File: config.mk
export PLATFORM = sky130hd
export DESIGN_NAME = mux_rr_arbiter_flat
export DESIGN_NICKNAME = d
export VERILOG_FILES = /design/src/rtl/mux_rr_arbiter_if.sv /design/src/rtl/mux_rr_arbiter.sv /design/src/flat_wrapper.sv
export SDC_FILE = /design/constraint.sdc
export NUM_CORES = 1
export LEC_CHECK = 0
export BUFFER_PORTS_ARGS = -buffer_cell sky130_fd_sc_hd__buf_4
export CAP_MARGIN = 5
export CELL_PAD_IN_SITES_DETAIL_PLACEMENT = 1
export CELL_PAD_IN_SITES_GLOBAL_PLACEMENT = 1
export CORE_ASPECT_RATIO = 0.6
export CORE_MARGIN = 1.5
export CORE_UTILIZATION = 25
export DETAILED_ROUTE_END_ITERATION = 12
export PLACE_DENSITY = 0.83
export SLEW_MARGIN = 5
export SYNTH_ARGS = -nofsm -noshare
export SYNTH_HDL_FRONTEND = slang
export SYNTH_SLANG_ARGS = --single-unit
File: constraint.sdc
create_clock -name clk -period 1.7 [get_ports clk]
set_input_delay 0.425 -clock clk [delete_from_list [all_inputs] [get_ports clk]]
set_output_delay 0.425 -clock clk [all_outputs]
set_load 0.03 [all_outputs]
File: src/rtl/mux_rr_arbiter_if.sv
// Channel bundle between the four upstream sources, the round-robin merge and
// the downstream consumer of the merged word.
// Ports: in_valid/in_data/in_ready (four source channels), out_valid/out_data/
//        out_sel/out_ready (merged channel; out_sel names the source channel).
interface mux_rr_arbiter_if #(
  parameter int WIDTH = 8
);
  logic [3:0]         in_valid;
  logic [4*WIDTH-1:0] in_data;
  logic [3:0]         in_ready;
  logic               out_valid;
  logic [WIDTH-1:0]   out_data;
  logic [1:0]         out_sel;
  logic               out_ready;

  // master: the environment (sources + downstream sink)
  modport master (
    output in_valid, in_data, out_ready,
    input  in_ready, out_valid, out_data, out_sel
  );

  // slave: the merge block itself
  modport slave (
    input  in_valid, in_data, out_ready,
    output in_ready, out_valid, out_data, out_sel
  );
endinterface

File: src/rtl/mux_rr_arbiter.sv
// 4-to-1 round-robin merge of valid/ready channels into one registered word.
// Latency: 1 cycle from input transfer to out_valid; 1 word/cycle with out_ready high.
// Backpressure: while out_valid && !out_ready all state is frozen and in_ready is 0.
// Ports: clk, reset (async active-high), bus (slave side of mux_rr_arbiter_if):
//   in_valid[3:0], in_data[4*WIDTH-1:0], in_ready[3:0] (one-hot or zero, combinational),
//   out_valid, out_data[WIDTH-1:0], out_sel[1:0] (all registered), out_ready.
module mux_rr_arbiter #(
  parameter int WIDTH = 8
) (
  input  logic             clk,
  input  logic             reset,
  mux_rr_arbiter_if.slave  bus
);

  logic [1:0]       last_grant;
  logic [1:0]       grant;
  logic [1:0]       idx;
  logic             load;
  logic             out_valid_q;
  logic [WIDTH-1:0] out_data_q;
  logic [1:0]       out_sel_q;

  // Round-robin search starting just after last_grant. Walking the offsets
  // from farthest (4 == last_grant itself) to nearest (1) lets the nearest
  // requesting channel overwrite the others, so no "found" flag is needed.
  always_comb begin
    grant = last_grant + 2'd1;
    idx   = '0;
    for (int k = 4; k >= 1; k--) begin
      idx = last_grant + 2'(k);
      if (bus.in_valid[idx]) grant = idx;
    end
  end

  // The output register can take a word when empty or draining this edge.
  assign load = (!out_valid_q || bus.out_ready) && (|bus.in_valid);

  assign bus.in_ready = load ? (4'b0001 << grant) : 4'b0000;

  always_ff @(posedge clk or posedge reset) begin
    if (reset) begin
      out_valid_q <= 1'b0;
      out_data_q  <= '0;
      out_sel_q   <= 2'b00;
      last_grant  <= 2'b11;  // channel 0 wins first after reset
    end else if (load) begin
      out_valid_q <= 1'b1;
      out_data_q  <= bus.in_data[grant*WIDTH +: WIDTH];
      out_sel_q   <= grant;
      last_grant  <= grant;
    end else if (bus.out_ready) begin
      // Drain without refill: data and select keep their last values.
      out_valid_q <= 1'b0;
    end
  end

  assign bus.out_valid = out_valid_q;
  assign bus.out_data  = out_data_q;
  assign bus.out_sel   = out_sel_q;

endmodule
File: src/flat_wrapper.sv
// flat-port wrapper written by rule: the top's interface ports become plain ports
module mux_rr_arbiter_flat 
#(
  parameter int WIDTH = 8
)
  (clk, reset, bus_in_valid, bus_in_data, bus_out_ready, bus_in_ready, bus_out_valid, bus_out_data, bus_out_sel);
  mux_rr_arbiter_if #(.WIDTH(WIDTH)) bus_i ();
  input  logic clk;
  input  logic reset;
  input wire logic [$bits(bus_i.in_valid)-1:0] bus_in_valid;
  input wire logic [$bits(bus_i.in_data)-1:0] bus_in_data;
  input wire logic [$bits(bus_i.out_ready)-1:0] bus_out_ready;
  output wire logic [$bits(bus_i.in_ready)-1:0] bus_in_ready;
  output wire logic [$bits(bus_i.out_valid)-1:0] bus_out_valid;
  output wire logic [$bits(bus_i.out_data)-1:0] bus_out_data;
  output wire logic [$bits(bus_i.out_sel)-1:0] bus_out_sel;
  assign bus_i.in_valid = bus_in_valid;
  assign bus_i.in_data = bus_in_data;
  assign bus_i.out_ready = bus_out_ready;
  assign bus_in_ready = bus_i.in_ready;
  assign bus_out_valid = bus_i.out_valid;
  assign bus_out_data = bus_i.out_data;
  assign bus_out_sel = bus_i.out_sel;
  mux_rr_arbiter #(.WIDTH(WIDTH)) u_core (.clk(clk), .reset(reset), .bus(bus_i));
endmodule
==> key figures <==
Synthesis
  • Synth top area share: 32.8%
  • Area leader, netlist: dfrtp_1
  • Mapped Area: 840 um2
  • Synth Warn #: 0
  • Count leader, synth: nand2_1
  • Synth cell types: 29
  • Register bit total from synthesis: 13
  • Cells after Synth: 97
  • Async set-reset flop share out of synthesis: 100%
  • Synth Flop Type: dfrtp_1
  • Sequential area share after synthesis: 39.0%
  • Commonest cells post-synth: nand2_1, dfrtp_1, nor2_1, o22ai_1
  • Ranking of synthesized cells by area: dfrtp_1, nand2_1, mux2_1, dfstp_2, o22ai_1
  • EDFF count, synth: 0
  • Mean Syn Cell Area: 8.66 um2
  • Syn nets: 136

Route
  • DRT Pass-1 Iters: 4
  • Final WL: 4270 um
  • Vias per Instance: 5.00
  • Post-DR wirelength/cell: 19.1 um
  • Final ANT Viol Nets: 0
  • DRC viols: 0
  • Vias: 1,121
  • DR iter-0 viols: 23

Final layout
  • Fillers: 375
  • Design area: 1760 um2
  • # diodes: 0
  • Layout cells sized above 1: 66.5%
  • Non-Filler Instances: 224
  • Nets: 219
  • Core Util, Final: 54.6%
  • Area Growth Syn to Fin: 110%

Place
  • DP Area: 1500 um2
  • GP Congestion: 0.761
  • PortBufs: 53
  • DPL Wire Length: 2840 um
  • Placed Instances: 211

Power and ir drop
  • Cell Pwr Density: 1300 nW/um2
  • Static Leak: 0.837 nW
  • Worst vdd rail ir drop: 0.000697 V
  • Total Power: 2.29 mW

Global routing
  • First-pass GRT wire length: 6410 um
  • Initial antenna violation count: 0
  • Vias in the first global route: 1,189
  • Tot GR Track Use: 24.0%
  • Largest net degree at the start of global routing: 14
  • GRT overflow: 0

Timing
  • Final min period: 2.12 ns
  • Setup TNS: -4.00 ns
  • Max Clock Freq: 0.472 GHz
  • Final Hold Vio Count: 0
  • Slew margin rel.: 61.9%
  • RSZ-0062 raised after global routing: true
  • Slew of the pin with the lowest slew margin: 0.570 ns
  • Final setup vio count: 14
  • Final Max Slew Viols: 0
  • Min setup slack post-route: -0.421 ns
  • Clock skew: 0.00559 ns
  • Period utilization: 125%

Critical path
  • Critical-path cell list: a21o_1, o22ai_2, buf_6, nor2_4, nand2_4, nor2_4, buf_6
  • Critical Path Fanout Max: 5
  • Setup crit start: u_core.last_grant[1]
  • CP Class: reg2out
  • CP max-delay cell: dfstp_2
  • Crit end category: output port
  • CP arrival: 1.70 ns
  • Worst Path Required: 1.27 ns
  • Slowest cell delay on critical path: 0.59 ns
  • R2R cell count: 8
  • RR Startpoint: u_core.last_grant[0]
  • Startpoint Class: register

Clock network
  • Cts bufs inserted: 3
  • CTS H-tree lvls: 1
  • CTS Sinks: 13
  • Clock Latency Late Sink: 0.26 ns
  • Clock transition at the registers of the reported paths: 0.07 ns
  • Root Driver: clkbuf_8
  • CTS tree: done
  • Max clock buf depth: 2

Status
  • Status: complete, but fails checks
  • Violated checks: setup timing

Floorplan
  • Die width: 77.8 um
  • FP Rows: 16
  • Core Region: 3220 um2
  • Initial Utilization: 26.0%
  • Ports: 54
  • Die H: 47.9 um
  • Die Area: 3730 um2

Worst hold path
  • Worst Hold Class: in2async

Job
  • Max-Cap Viols: 0
[path summary, 6_finish.rpt]
path	end	slack, ns
worst min register to register	u_core.bus.out_sel[1]	0.51
min in group clk	u_core.bus.out_data[6]	0.43
max in group asynchronous	u_core.bus.out_valid	1.06
worst max register to register	u_core.bus.out_data[2]	-0.32
worst max-delay path	bus_in_ready[0]	-0.42
worst min-delay path	u_core.bus.out_data[5]	0.23
[report_power, final]
part	switching, mW	internal (mW)
clock	0.137	0.163
combinational	0.745	0.728
sequential	0.0977	0.424
[layer usage]
layer,track usage (%),wire length [um],vias up
met5,0,0,-
met4,12.0,102,0
met3,4.00,252,10
met2,43.8,2070,53
met1,28.8,1850,545
li1,-,-,513
[critical path, delay by kind of cell, from the launching register on]
family,cells,cell delay [ns]
AOI/OAI and AO/OA,2,0.25
buffers and inverters,2,0.27
DFF,1,0.59
and+or+nand+nor,3,0.32
[registers in the layout, summed over array words and instances, names as in the netlist]
| register | count |
|---|---|
| u_core.bus.out_data | 8 |
| u_core.bus.out_sel | 2 |
| u_core.bus.out_valid | 1 |
| u_core.last_grant | 2 |
[repair_timing]
action                                 4_1_cts  5_1_grt
setup endpoints to repair                   12       14
hold buffers                                 0        0
endpoints found under the hold margin        0        0
pin swaps                                   17        4
setup buffers                                8        1
resized for setup                           33        3
[cells in the final DEF (no fill, tap or decap), types with 3 or more instances in the layout]
cell      instances
nor2_4            5
nand2b_1          3
o21a_1            3
a31oi_1           6
nand2_1          16
buf_4            70
o22ai_2           7
clkbuf_8          3
mux2_4            6
buf_6             9
dfrtp_1          10
nor2_1            3
[per-stage QoR]
step,setup WS [ns],hold WS [ns]
finish,-0.421,0.227
global route,-0.479,0.262
CTS,-0.383,0.252
detailed placement,-0.301,0.475
global placement,-0.248,0.481
floorplan,-0.124,0.300
[cell families (layout without fill, tap and decap cells)]
family	count (synthesis)	count (layout)	synth area share (%)
xor gates and xnor gates	1	1	1.04
buffers and inverters	5	87	4.02
DFF	13	13	39.0
and+or+nand+nor	42	42	22.4
muxes	7	7	9.24
AOI/OAI and AO/OA	29	29	24.3
[cell type report]
type                            count  area (um2)  area share, %
Clock buffer                        3        41.3           2.35
Inverter                            1        3.75          0.213
Clock inverter                      1        5.00          0.284
Timing Repair Buffer               82         677           38.5
Tap cell                           45        56.3           3.20
Sequential cell                    13         329           18.7
Multi-Input combinational cell     79         647           36.8
Note: power is estimated with default switching activity, not from simulation.
